**config.mk**
```make
export PLATFORM = sky130hd
export DESIGN_NAME = conv_pass_scheduler
export DESIGN_NICKNAME = d
export VERILOG_FILES = /design/src/rtl/conv_pkg.sv /design/src/rtl/conv_pass_counter.sv /design/src/rtl/conv_pass_scheduler.sv
export SDC_FILE = /design/constraint.sdc
export NUM_CORES = 1
export LEC_CHECK = 0
export ABC_AREA = 1
export BUFFER_PORTS_ARGS = -buffer_cell sky130_fd_sc_hd__clkbuf_2
export CAP_MARGIN = 40
export CORE_MARGIN = 2
export CORE_UTILIZATION = 52
export CTS_CLUSTER_SIZE = 10
export DETAILED_ROUTE_END_ITERATION = 10
export HOLD_SLACK_MARGIN = 0.06
export PLACE_DENSITY = 0.77
export SETUP_SLACK_MARGIN = 0.05
export SLEW_MARGIN = 30
export SYNTH_ARGS = -nofsm -noshare
export SYNTH_HDL_FRONTEND = slang
export SYNTH_SLANG_ARGS = --single-unit
```
**constraint.sdc**
```tcl
create_clock -name clk -period 1.45 [get_ports clk]
set_input_delay 0.2175 -clock clk [delete_from_list [all_inputs] [get_ports clk]]
set_output_delay 0.2175 -clock clk [all_outputs]
set_load 0.05 [all_outputs]
```
**src/rtl/conv_pkg.sv**
```systemverilog
// Shared FSM encoding and derived-geometry helpers for the conv pass scheduler.
package conv_pkg;

  localparam logic [2:0] ST_IDLE  = 3'd0;
  localparam logic [2:0] ST_CLEAR = 3'd1;
  localparam logic [2:0] ST_ACCUM = 3'd2;
  localparam logic [2:0] ST_WRITE = 3'd3;
  localparam logic [2:0] ST_DONE  = 3'd4;

  // Conv units per half-row (two halves cover one output row).
  function automatic int unsigned calc_ncu(input int unsigned w, input int unsigned f);
    return (w - f + 1) / 2;
  endfunction

  function automatic int unsigned calc_rows(input int unsigned h, input int unsigned f);
    return h - f + 1;
  endfunction

  function automatic int unsigned calc_passes(input int unsigned h, input int unsigned f);
    return 2 * calc_rows(h, f);
  endfunction

  // MAC cycles per pass: one per kernel tap plus the bias/drain cycle.
  function automatic int unsigned calc_acc(input int unsigned d, input int unsigned f);
    return d * f * f + 1;
  endfunction

  function automatic int unsigned calc_addr_w(input int unsigned passes);
    return (passes > 1) ? $clog2(passes) : 1;
  endfunction

  function automatic int unsigned calc_cnt_w(input int unsigned acc);
    return (acc > 1) ? $clog2(acc + 1) : 1;
  endfunction

endpackage

```
**src/rtl/conv_pass_counter.sv**
```systemverilog
// Half-row position tracker: slot address, output row and column half.
module conv_pass_counter
  import conv_pkg::*;
#(
  parameter int unsigned NCU    = 3,
  parameter int unsigned PASSES = 12,
  parameter int unsigned AW     = 4
) (
  input  logic          clk,
  input  logic          reset,
  input  logic          clear,
  input  logic          advance,
  output logic [3:0]    row_number,
  output logic [3:0]    column,
  output logic [AW-1:0] wr_addr,
  output logic          last_pass
);

  // Step to the next half-row: left half -> right half -> next row's left half.
  always_ff @(posedge clk or posedge reset) begin
    if (reset) begin
      row_number <= 4'd0;
      column     <= 4'd0;
      wr_addr    <= '0;
    end else if (clear) begin
      row_number <= 4'd0;
      column     <= 4'd0;
      wr_addr    <= '0;
    end else if (advance) begin
      wr_addr <= wr_addr + AW'(1);
      if (column == 4'd0) begin
        column <= 4'(NCU);
      end else begin
        column     <= 4'd0;
        row_number <= row_number + 4'd1;
      end
    end
  end

  assign last_pass = (wr_addr == AW'(PASSES - 1));

endmodule

```
**src/rtl/conv_pass_scheduler.sv**
```systemverilog
// Sequences clear/accumulate/write passes over every half-row of a feature map.
module conv_pass_scheduler
  import conv_pkg::*;
#(
  parameter int unsigned DATA_WIDTH = 8,
  parameter int unsigned D          = 1,
  parameter int unsigned H          = 8,
  parameter int unsigned W          = 8,
  parameter int unsigned F          = 3
) (
  input  logic                                       clk,
  input  logic                                       reset,
  input  logic                                       start,
  input  logic                                       abort,
  input  logic                                       wr_ready,
  output logic [3:0]                                 row_number,
  output logic [3:0]                                 column,
  output logic                                       cu_reset,
  output logic                                       wr_en,
  output logic [calc_addr_w(calc_passes(H, F))-1:0]  wr_addr,
  output logic                                       busy,
  output logic                                       done
);

  localparam int unsigned NCU    = calc_ncu(W, F);
  localparam int unsigned PASSES = calc_passes(H, F);
  localparam int unsigned ACC    = calc_acc(D, F);
  localparam int unsigned AW     = calc_addr_w(PASSES);
  localparam int unsigned CW     = calc_cnt_w(ACC);

  // Pixel width only matters to the datapath; reject a degenerate setting early.
  if (DATA_WIDTH == 0) begin : g_dw_check
    $error("conv_pass_scheduler: DATA_WIDTH must be at least 1");
  end

  logic [2:0]    state, state_n;
  logic [CW-1:0] acc_cnt, acc_cnt_n;
  logic          pos_clear, pos_advance, last_pass;

  // State and accumulate-cycle counter registers.
  always_ff @(posedge clk or posedge reset) begin
    if (reset) begin
      state   <= ST_IDLE;
      acc_cnt <= '0;
    end else begin
      state   <= state_n;
      acc_cnt <= acc_cnt_n;
    end
  end

  // Next-state logic; abort always wins over progress.
  always_comb begin
    state_n     = state;
    pos_advance = 1'b0;
    pos_clear   = 1'b0;
    acc_cnt_n   = '0;
    case (state)
      ST_IDLE:  if (start && !abort) state_n = ST_CLEAR;
      ST_CLEAR: state_n = abort ? ST_IDLE : ST_ACCUM;
      ST_ACCUM: begin
        if (abort)                          state_n = ST_IDLE;
        else if (acc_cnt == CW'(ACC - 1))   state_n = ST_WRITE;
      end
      ST_WRITE: begin
        if (abort) begin
          state_n = ST_IDLE;
        end else if (wr_ready) begin
          if (last_pass) begin
            state_n = ST_DONE;
          end else begin
            state_n     = ST_CLEAR;
            pos_advance = 1'b1;
          end
        end
      end
      ST_DONE:  state_n = ST_IDLE;
      default:  state_n = ST_IDLE;
    endcase
    pos_clear = (state_n == ST_IDLE);
    if (state == ST_ACCUM && state_n == ST_ACCUM) acc_cnt_n = acc_cnt + CW'(1);
  end

  // Status outputs decode straight from the state register.
  assign cu_reset = (state == ST_IDLE) || (state == ST_CLEAR) || (state == ST_DONE);
  assign busy     = (state != ST_IDLE);
  assign wr_en    = (state == ST_WRITE);
  assign done     = (state == ST_DONE);

  conv_pass_counter #(
    .NCU    (NCU),
    .PASSES (PASSES),
    .AW     (AW)
  ) u_pos (
    .clk        (clk),
    .reset      (reset),
    .clear      (pos_clear),
    .advance    (pos_advance),
    .row_number (row_number),
    .column     (column),
    .wr_addr    (wr_addr),
    .last_pass  (last_pass)
  );

endmodule

```
Word level (Yosys, flattened, before mapping):

Cells that the tools add are included.
W data, S select, Z words.

* register bits after elaboration: 19
* bits of input ports: 5
* output and inout bits: 16
* logic and storage cells: 48

* add/sub/neg operators: 3
* equality and inequality tests: 8
* mux-type cells: 21
* reductions and logical operators: 11

Operators with widths (number)
* $mux W4: 8
* $mux W3: 6
* $add A4 B1 Y4 const B: 3
* $pmux W3 S4: 1
* $eq A3 B2 Y1 const B: 3
* $eq A4 B4 Y1 const B: 2
* $logic_not A3 Y1: 2
* $logic_not A4 Y1: 1
* $mux W1: 4
* $mux W2: 2
* $eq A3 B1 Y1 const B: 1
* $eq A3 B3 Y1 const B: 1
* $reduce_bool A3 Y1: 1
* $logic_and A1 B1 Y1: 2
* $logic_or A1 B1 Y1: 2
* $ne A2 B2 Y1 const B: 1
* $reduce_and A2 Y1: 1
* $reduce_bool A2 Y1: 1
* $logic_not A1 Y1: 1

Logic depth before layout (Yosys ltp):

Gate-level depths: netlist (run 1).

* depth after elaboration: 8
* gate-level depth with buffers: 10
* depth with buffers taken out: 10

Cells and area by module:

From an unflattened synthesis (run 1), not the netlist that was laid out.

* cells, all modules: 119
* area total of the unflattened synthesis: 969.7 um^2

Modules (own cells, without submodules)
* conv_pass_counter: times used 1, cells each 57, area an instance 521.8 um^2, seq. area each 225.2 um^2
* conv_pass_scheduler: times used 1, cells each 62, area an instance 447.9 um^2, seq. area each 175.2 um^2

Worst setup path before layout (run 1):

No wires, ideal clock.

* kind: register -> output
* start: register state[0]
* end: output port done
* arrival: 1.522 ns
* required time: 1.233 ns
* slack: -0.289 ns
* cell stages (with the launch flop): 2
* buffers on the path: 0
* path through: dfrtp_1 -> nor3_1

* longest elaborated chain between the ends: 1

Ends and longest elaborated chain
* from (decl): RTL line conv_pass_scheduler.sv:36 `logic [2:0] state, state_n;`
* from (signal assigned): RTL line conv_pass_scheduler.sv:46 `state <= state_n;`
* $eq A3 B3 Y1: RTL line conv_pass_scheduler.sv:87 `assign done = (state == ST_DONE);`
* to (decl): RTL line conv_pass_scheduler.sv:22 `output logic done`

Every way passes these cells.

Final worst setup path (run 1):

* start: register u_pos.wr_addr[1]
* end: register u_pos.row_number[1]

* longest elaborated chain between the ends: 8
* elaborated cells on any way between the ends: 14
* classes of those cells: eq/ne: 2; mux: 9; reduce/logical: 3

Ends and longest elaborated chain
* from (decl): RTL line conv_pass_counter.sv:15 `output logic [AW-1:0] wr_addr,`
* from (signal assigned): RTL line conv_pass_counter.sv:30 `wr_addr <= wr_addr + AW'(1);`
* $eq A4 B4 Y1 (*): RTL line conv_pass_counter.sv:40 `assign last_pass = (wr_addr == AW'(PASSES - 1));`
* $mux W3: RTL line conv_pass_scheduler.sv:68 `if (last_pass) begin`
* $mux W3: RTL line conv_pass_scheduler.sv:67 `end else if (wr_ready) begin`
* $mux W3: RTL line conv_pass_scheduler.sv:65 `if (abort) begin`
* $pmux W3 S4: RTL line conv_pass_scheduler.sv:57 `case (state)`
* $logic_not A3 Y1: RTL line conv_pass_scheduler.sv:79 `pos_clear = (state_n == ST_IDLE);`
* $ne A2 B2 Y1 (no source line) / $reduce_bool A2 Y1 (equally long branches)
* $reduce_and A2 Y1 (no source line)
* to (signal assigned): RTL line conv_pass_counter.sv:35 `row_number <= row_number + 4'd1;`
* to (decl): RTL line conv_pass_counter.sv:13 `output logic [3:0] row_number,`

Every way passes the cells marked *; elsewhere a longest branch is shown, timed or not.
A chain may end at the register's enable or synchronous reset.

==> qor.json, run 1 <==
{
  "post_synth_xor_area_fraction": 0.03613,
  "maxCapViolations": 0,
  "timing.rr.start": "u_pos.wr_addr[1]",
  "ios": 21,
  "unrepaired_setup_endpoints_after_global_routing": "true",
  "crit-reg2reg-capture": "u_pos.row_number[1]",
  "die-area_um2": 2226,
  "max-vdd-ir-drop_v": 0.0005949,
  "timing.hold.worst.class": "in -> reg",
  "route.antenna.remaining_nets": 0,
  "nets": 170,
  "cts_inserted_buffers": 3,
  "vias_in_the_first_global_route": 722,
  "synth_ff_type": "sky130_fd_sc_hd__dfrtp_1",
  "cts_max_path_buffers": 2,
  "place_ws_ps": -17.25,
  "detailed_place.area_um2": 1099,
  "fmax_mhz": 704.8,
  "tritoncts_clock_tree": "yes",
  "synth_cells": 131,
  "path_class": "reg -> reg",
  "fin_worst_setup_slack_ps": 31.12,
  "critical_path_arrival_ps": 1600,
  "syn-cell-area_um2": 969.7,
  "synth.yosys.seq_area_share": 0.4129,
  "cellLeakagePower_nw": 0.6621,
  "synth-async-reset-ratio": 1.000,
  "dr_total_vias": 917,
  "cp_data_required_time_ps": 1630,
  "hold-path-cell-count": 3,
  "clkSinkCount": 16,
  "power.density_cell_area_nw_per_um2": 682.4,
  "wire_length_of_the_first_global_routing_pass_mm": 3.015,
  "synth.most_common_cell": "sky130_fd_sc_hd__nand2_1",
  "finalMaxSlewViolations": 0,
  "grt.total_usage": 0.1973,
  "clockRootBuffer": "sky130_fd_sc_hd__clkbuf_4",
  "post_synth_mux_area_share": 0,
  "dominant_combinational_cell_family_by_area_after_synthesis": "simple AND/OR/NAND/NOR gates",
  "setup_viol": 0,
  "detail_route.drc_violations": 0,
  "status": "completed",
  "clock-skew-final_ps": 13.30,
  "cell_taking_the_most_area_after_synthesis": "sky130_fd_sc_hd__dfrtp_1",
  "number_of_antenna_violations_at_the_first_check_in_global_routing": 0,
  "dr.pass1.iters": 4,
  "die_wd_um": 47.18,
  "synthDominantCellAreaShare": 0.4129,
  "die-height_um": 47.18,
  "hpwl_mm": 1.446,
  "clk_pin_slew_worst_paths_ps": 100,
  "min_period_over_period": 0.9785,
  "synth_simple_gate_area_frac": 0.3755,
  "design.core.area_um2": 1745,
  "initial_core_util": 0.5556,
  "crit_fanout": 7,
  "layout.cell_area.non_filler_um2": 1319,
  "synth_edf_count": 0,
  "worst_hold_path.endpoint": "state[2]",
  "number_of_cells_on_the_worst_reg_to_reg_path": 10,
  "place_congestion": 0.8488,
  "utilization": 0.7556,
  "ys_types": 21,
  "cts.htree.levels": 1,
  "final_standard_cell_count_with_taps_included_and_fillers_excluded": 185,
  "syn_avg_cell_area_um2": 7.402,
  "setup.worst_path.end_class": "flop",
  "route.detailed.vias_per_inst": 4.957,
  "startpoint_type": "flop",
  "n_antenna_cell": 0,
  "place_inst": 172,
  "clkLatencyLatePin_ps": 290,
  "drive_above_1_share": 0.3875,
  "yosys-top-cells-area": "sky130_fd_sc_hd__dfrtp_1, sky130_fd_sc_hd__nand2_1, sky130_fd_sc_hd__nor2_1",
  "synth_compound_gate_area_share": 0.01032,
  "grt_overflow": 0,
  "rows": 15,
  "detailedRoute.firstIterationViolations": 8,
  "ys_warn_count": 0,
  "reg2reg_slack_ps": 30,
  "pin_count_of_the_biggest_net_entering_global_routing": 14,
  "final.min_clock_period_ps": 1419,
  "wl_per_cell_um": 12.21,
  "ys_top_cells_by_count": "sky130_fd_sc_hd__nand2_1, sky130_fd_sc_hd__nor2_1, sky130_fd_sc_hd__inv_1",
  "port_buffers": 18,
  "synth_adder_area_share": 0.05161,
  "area.growth.synth_to_final_pct": 36.00,
  "postSynthRegisterBits": 16,
  "total_wirelength_of_the_detailed_routed_design_mm": 2.259,
  "holdCritStartpoint": "wr_ready",
  "report.final.hold_viol_count": 0
}
==> sequential cells by signal, summed over array words and instances (netlist names) <==
register	count
state	3
acc_cnt	4
u_pos.column	1
u_pos.wr_addr	4
u_pos.row_number	4
==> cell usage in the layout (no fill, tap or decap), drive strengths merged, types with 4 or more instances in the layout <==
cell type	count
dfrtp	16
nand2	36
nor3	4
nand3	10
inv	17
ha	4
nand4	5
buf	13
clkbuf	19
nor2	26
==> metrics by stage <==
stage	TNS, ps	power [mW]	hold slack, ps
2_1_floorplan	-220.1	0.5879	131.0
3_3_place_gp	0	0.6145	207.3
3_5_place_dp	-17.25	0.6171	221.2
4_1_cts	0	0.8728	230.3
5_1_grt	-179.3	0.9372	245.4
6_report	0	0.9000	242.7
==> metal layers <==
layer  vias up  wire length (um)  part of all wire  GRT usage
met3         4                63             0.028    0.03462
met1       430              1033              0.46     0.2590
met5         -                 0                 0          0
met2        24              1127              0.50     0.3205
li1        459                 -                 -          -
met4         0                34             0.015    0.08333
==> worst max-delay path, stage by stage (launching register included) <==
cell                      delay, ps
sky130_fd_sc_hd__dfrtp_2        450
sky130_fd_sc_hd__ha_4           190
sky130_fd_sc_hd__nand3_2         90
sky130_fd_sc_hd__nand2_2         60
sky130_fd_sc_hd__nor2_4         140
sky130_fd_sc_hd__buf_12         140
sky130_fd_sc_hd__nand2_2         50
sky130_fd_sc_hd__nand2_1         60
sky130_fd_sc_hd__nand2_1         40
sky130_fd_sc_hd__nand2_1         50
sky130_fd_sc_hd__inv_1           30
==> cell families after synthesis <==
group                      Yosys count
AOI/OAI and AO/OA                    2
xor gates and xnor gates             4
adders and majority gates            4
buffers and inverters               23
DFF                                 16
other                                1
and+or+nand+nor                     81
==> worst max path at each step <==
stage | depth (start not counted) | to | startpoint
after CTS | 9 | u_pos.wr_addr[1] | u_pos.wr_addr[0]
after floorplan | 8 | u_pos.row_number[2] | u_pos.wr_addr[0]
final | 10 | u_pos.row_number[1] | u_pos.wr_addr[1]
after global placement | 9 | u_pos.row_number[1] | u_pos.wr_addr[0]
after global routing | 7 | acc_cnt[0] | state[2]
after detailed placement | 9 | u_pos.row_number[1] | u_pos.wr_addr[0]
==> timing repair <==
item,4_1_cts,5_1_grt
buffers inserted,3,4
hold buffers,1,0
setup endpoints to repair,13,19
gates cloned,0,1
pin swaps,1,7
resized for setup,8,26
hold endpoints to repair,10,0
==> area by class of cell <==
type	count	area (um^2)
multi-input cells	93	555.5
fillers	137	426.7
flip-flops and latches	16	407.9
repair buffers	29	230.2
inverters	18	67.56
well taps	25	31.28
clock buffers	4	26.28
==> where the power goes <==
part | internal (mW) | switching [mW] | leakage, nW
registers | 0.454 | 0.0149 | 0.212
clock network | 0.107 | 0.144 | 0.0150
logic | 0.0589 | 0.121 | 0.435
total | 0.620 | 0.280 | 0.662
Power figures use the tool's default switching activity.
==> run 2, diff against run 1 <==
CORE_ASPECT_RATIO = 0.7   (was unset)
RECOVER_POWER = 50   (was unset)
==> run 2 against run 1 <==
Against the previous run:
- cell area decreased by 1.8%
- die area increased by 0.26%
- setup slack got worse by 5.3 ps
- clock skew decreased by 11 ps
- cell count decreased by 4.3%
- fmax decreased by 0.37%
- clock power increased by 18%
- critical path depth decreased by 7
- global-route usage increased by 0.33 points
- first-iteration DRC count increased to 3.5 times the previous value
- combinational power about the same
- sequential share of layout area increased by 0.57 points
- critical path type is now reg -> out
- largest cell class unchanged
==> qor.json, run 2 (synthesis results as in run 1) <==
{
  "wl_per_cell_um": 12.62,
  "fin_hold_ws_ps": 273.3,
  "commonest_non_fill_non_tap_cells_in_the_layout": "sky130_fd_sc_hd__nand2_1, sky130_fd_sc_hd__inv_1, sky130_fd_sc_hd__nor2_1, sky130_fd_sc_hd__clkbuf_2, sky130_fd_sc_hd__dfrtp_1",
  "clock-skew-final_ps": 2.182,
  "port_buffers": 18,
  "clockRootBuffer": "sky130_fd_sc_hd__clkbuf_4",
  "dr_total_vias": 897,
  "cts.htree.levels": 1,
  "status": "completed",
  "drive_above_1_share": 0.3871,
  "die-height_um": 40.13,
  "final.min_clock_period_ps": 1424,
  "cts_inserted_buffers": 3,
  "fin_worst_setup_slack_ps": 25.86,
  "startpoint_type": "flop",
  "worst_slew_pin_slew_ps": 619.2,
  "nets": 165,
  "place_ws_ps": -24.24,
  "hold-path-cell-count": 3,
  "utilization": 0.7173,
  "path_class": "reg -> out",
  "detailedRoute.firstIterationViolations": 28,
  "report.final.hold_viol_count": 0,
  "total_wirelength_of_the_detailed_routed_design_mm": 2.233,
  "tritoncts_clock_tree": "yes",
  "cellLeakagePower_nw": 0.6380,
  "unrepaired_setup_endpoints_after_global_routing": "true",
  "initial_core_util": 0.5371,
  "power.density_cell_area_nw_per_um2": 730.5,
  "die_wd_um": 55.62,
  "fmax_mhz": 702.2,
  "dr.pass1.iters": 4,
  "n_antenna_cell": 0,
  "detail_route.drc_violations": 0,
  "fillers": 145,
  "number_of_antenna_violations_at_the_first_check_in_global_routing": 0,
  "slew_hr": 0.5867,
  "critical_path_arrival_ps": 1210,
  "startpoint": "state[1]",
  "grt.total_usage": 0.2006,
  "route.detailed.vias_per_inst": 5.068,
  "biggestRegsByFlops": "acc_cnt: 4 flops, u_pos.row_number: 4 flops, u_pos.wr_addr: 4 flops",
  "pin_count_of_the_biggest_net_entering_global_routing": 17,
  "timing.rr.start": "u_pos.wr_addr[1]",
  "rows": 13,
  "ios": 21,
  "die-area_um2": 2232,
  "design.core.area_um2": 1805,
  "setup.worst_path.end_class": "output pin",
  "vias_in_the_first_global_route": 736,
  "grt_overflow": 0,
  "clkSinkCount": 16,
  "clkLatencyLatePin_ps": 290,
  "holdCritStartpoint": "wr_ready",
  "finalMaxSlewViolations": 0,
  "hpwl_mm": 1.551,
  "worst_hold_path.endpoint": "state[2]",
  "crit-reg2reg-capture": "u_pos.wr_addr[1]",
  "final_standard_cell_count_with_taps_included_and_fillers_excluded": 177,
  "max-vdd-ir-drop_v": 0.0005990,
  "wire_length_of_the_first_global_routing_pass_mm": 3.325,
  "maxCapViolations": 0,
  "min_period_over_period": 0.9822,
  "route.antenna.remaining_nets": 0,
  "cp_data_required_time_ps": 1230,
  "place_inst": 168,
  "setup_viol": 0,
  "place_congestion": 0.8776,
  "final_common_cell": "sky130_fd_sc_hd__nand2_1",
  "timing.hold.worst.class": "in -> reg",
  "clk_pin_slew_worst_paths_ps": 90,
  "cts_max_path_buffers": 2,
  "number_of_cells_on_the_worst_reg_to_reg_path": 9,
  "crit_fanout": 7,
  "reg2reg_slack_ps": 30,
  "area.growth.synth_to_final_pct": 33.55
}
[run 2: cell count changes in the layout (fill, tap and decap cells not counted), sizes merged]
cell    delta
buf        -5
clkinv     -1
inv        +1
[run 2: layer usage]
metal	routed length, um	track usage
met4	6	0.04878
met1	1029	0.2659
met3	182	0.06774
met2	1014	0.3244
met5	0	0
[run 2: final cells by class]
cell class	instances	area [um^2]	share of cell area
multi-input cells	93	563.0	0.4348
flip-flops and latches	16	407.9	0.3150
repair buffers	24	192.7	0.1488
inverters	18	67.56	0.05217
clock buffers	4	36.28	0.02802
well taps	22	27.53	0.02126
[run 2: worst max-delay path, stage by stage, from the launching register on]
cell and delay, ps:
sky130_fd_sc_hd__dfrtp_2 480, sky130_fd_sc_hd__nand2_1 120, sky130_fd_sc_hd__nor2_2 140, sky130_fd_sc_hd__buf_6 170
[run 2: what timing repair did]
item	4_1_cts	5_1_grt
resized for setup	12	24
setup buffers	2	1
endpoints found under the setup margin	14	19
hold buffers	1	0
hold endpoints to repair	16	0
cloned	0	1
pin swaps	3	8
[run 2: per-stage QoR]
stage               TNS, ps  cell area (um^2)  power [mW]
floorplan            -220.1              1001      0.5879
global placement     -2.621              1087      0.6128
detailed placement   -24.24              1087      0.6165
CTS                       0              1195      0.9287
global route         -546.1              1295      0.9841
finish                    0              1295      0.9460
[run 2: how the worst max path moves through the flow]
stage                                     end  slack, ps  cells past startpoint
after global placement    u_pos.row_number[1]         -3                      9
after CTS                                busy         30                      4
after detailed placement  u_pos.row_number[1]        -20                      9
after global routing         u_pos.wr_addr[3]        -60                      8
final                                   wr_en         30                      3
after floorplan           u_pos.row_number[2]        -40                      8
[run 2: where the power goes]
group	switching, mW	internal (mW)	leakage (nW)
registers	0.0182	0.454	0.212
clock network	0.144	0.153	0.0210
logic	0.122	0.0556	0.405
total	0.283	0.663	0.638
==> run 3, diff against run 2 <==
clock period = 1.6 ns   (was 1.45 ns; I/O delays follow)
==> run 3 against run 2 <==
Against the previous run:
- combinational power fell by 26%
- first-iteration DRC count rose by 130%
- via count fell by 2.8%
==> qor.json, run 3 (synthesis results as in run 1) <==
{
  "dr_total_vias": 872,
  "ios": 21,
  "unrepaired_setup_endpoints_after_global_routing": "true",
  "vias_in_the_first_global_route": 697,
  "hpwl_mm": 1.498,
  "die-height_um": 40.13,
  "rows": 13,
  "total_wirelength_of_the_detailed_routed_design_mm": 2.039,
  "cts_inserted_buffers": 3,
  "tritoncts_clock_tree": "yes",
  "crit_fanout": 7,
  "clock-skew-final_ps": 1.390,
  "number_of_antenna_violations_at_the_first_check_in_global_routing": 0,
  "initial_core_util": 0.5371,
  "fillers": 149,
  "max-vdd-ir-drop_v": 0.0004028,
  "n_antenna_cell": 0,
  "clockRootBuffer": "sky130_fd_sc_hd__clkbuf_4",
  "nets": 163,
  "grt_overflow": 0,
  "fmax_mhz": 668.2,
  "maxCapViolations": 0,
  "area.growth.synth_to_final_pct": 18.19,
  "fin_hold_ws_ps": 258.3,
  "cts_max_path_buffers": 2,
  "wire_length_of_the_first_global_routing_pass_mm": 3.063,
  "port_buffers": 18,
  "slew_hr": 0.5841,
  "wl_per_cell_um": 11.65,
  "fin_tns_setup_ps": 0,
  "clkLatencyLatePin_ps": 280,
  "pin_count_of_the_biggest_net_entering_global_routing": 17,
  "worst_slew_pin_slew_ps": 626.5,
  "clkSinkCount": 16,
  "die_wd_um": 55.62,
  "design.core.area_um2": 1805,
  "detailedRoute.firstIterationViolations": 63,
  "path_class": "reg -> out",
  "critical-path-slowest-cell": "sky130_fd_sc_hd__dfrtp_1",
  "hold-path-cell-count": 3,
  "commonest_non_fill_non_tap_cells_in_the_layout": "sky130_fd_sc_hd__nand2_1, sky130_fd_sc_hd__nor2_1, sky130_fd_sc_hd__inv_1",
  "grt.total_usage": 0.1808,
  "final_common_cell": "sky130_fd_sc_hd__nand2_1",
  "report.final.hold_viol_count": 0,
  "cts.htree.levels": 1,
  "die-area_um2": 2232,
  "status": "completed",
  "final.min_clock_period_ps": 1496,
  "min_period_over_period": 0.9353,
  "setup_viol": 0,
  "cellLeakagePower_nw": 0.5825,
  "detail_route.drc_violations": 0,
  "critical_path_arrival_ps": 1260,
  "cp_data_required_time_ps": 1360,
  "crit_chain": "nand2_1, nor2_2, buf_2",
  "setup.worst_path.end_class": "output pin",
  "clk_pin_slew_worst_paths_ps": 90,
  "finalMaxSlewViolations": 0,
  "dr.pass1.iters": 4,
  "power.density_cell_area_nw_per_um2": 709.1,
  "number_of_cells_on_the_worst_reg_to_reg_path": 7,
  "worst_path_largest_cell_delay_ps": 470,
  "startpoint_type": "flop",
  "route.detailed.vias_per_inst": 4.983,
  "place_congestion": 0.9016,
  "timing.hold.worst.class": "in -> reg",
  "route.antenna.remaining_nets": 0,
  "drive_above_1_share": 0.2222,
  "biggestRegsByFlops": "acc_cnt: 4 flops, u_pos.row_number: 4 flops, u_pos.wr_addr: 4 flops"
}
-- run 3: cell types whose count changed in the layout (fill, tap and decap cells not counted), moves of 3 or more --
cell	previous run	this run
sky130_fd_sc_hd__dfrtp_1	10	14
sky130_fd_sc_hd__nor2_2	8	4
sky130_fd_sc_hd__dfrtp_2	6	2
sky130_fd_sc_hd__nand2_1	30	34
sky130_fd_sc_hd__inv_2	3	0
sky130_fd_sc_hd__clkbuf_1	0	4
sky130_fd_sc_hd__nor2_1	14	21
sky130_fd_sc_hd__buf_4	4	1
-- run 3: metrics by stage --
stage,cells,setup WS (ps),power [mW],util,area (um^2)
after floorplan,132,82.58,0.5311,-,996.0
after global placement,167,142.8,0.5539,0.5953,1075
after detailed placement,167,134.2,0.5563,0.5953,1075
after CTS,172,91.72,0.8192,0.6209,1121
after global routing,175,32.42,0.8551,0.6348,1146
final,175,103.5,0.8127,0.6348,1146
-- run 3: worst paths after layout --
| path | slack, ps | from | to |
|---|---|---|---|
| setup / recovery | 100 | state[1] | wr_en |
| max in group asynchronous | 630 | reset | u_pos.wr_addr[1] |
| hold reg to reg | 500 | acc_cnt[0] | acc_cnt[0] |
| min in group asynchronous | 550 | reset | u_pos.row_number[1] |
| hold / removal | 260 | wr_ready | state[2] |
| setup reg to reg | 140 | u_pos.wr_addr[1] | u_pos.wr_addr[0] |
-- run 3: cell type report --
cell class	instances	area [um^2]	area share
flip-flops and latches	16	402.9	0.3515
inverters	18	67.56	0.05895
multi-input cells	94	498.0	0.4345
clock buffers	4	36.28	0.03166
well taps	22	27.53	0.02402
repair buffers	21	113.9	0.09934
-- run 3: power breakdown --
| group | internal [mW] | total [mW] | switching (mW) |
|---|---|---|---|
| sequential | 0.410 | 0.422 | 0.0113 |
| combinational | 0.0306 | 0.131 | 0.101 |
| clock | 0.138 | 0.259 | 0.121 |
-- run 3: layer usage --
| metal | global-route usage | routed length [um] |
|---|---|---|
| met1 | 0.2644 | 1041 |
| met2 | 0.2768 | 857 |
| met3 | 0.03226 | 131 |
| met4 | 0.05488 | 8 |
| met5 | 0 | 0 |
-- run 3: what timing repair did --
item                                   4_1_cts  5_1_grt
hold buffers                                 1        0
setup endpoints to repair                    0       14
endpoints found under the hold margin       16        0
gates resized for setup                      0        5
setup buffers                                0        2
-- run 3: worst max-delay path, delay by kind of cell (launching register included) --
| kind | cells | cell delay, ps |
|---|---|---|
| flip-flops | 1 | 470 |
| AND/OR/NAND/NOR | 2 | 230 |
| buffers and inverters | 1 | 270 |
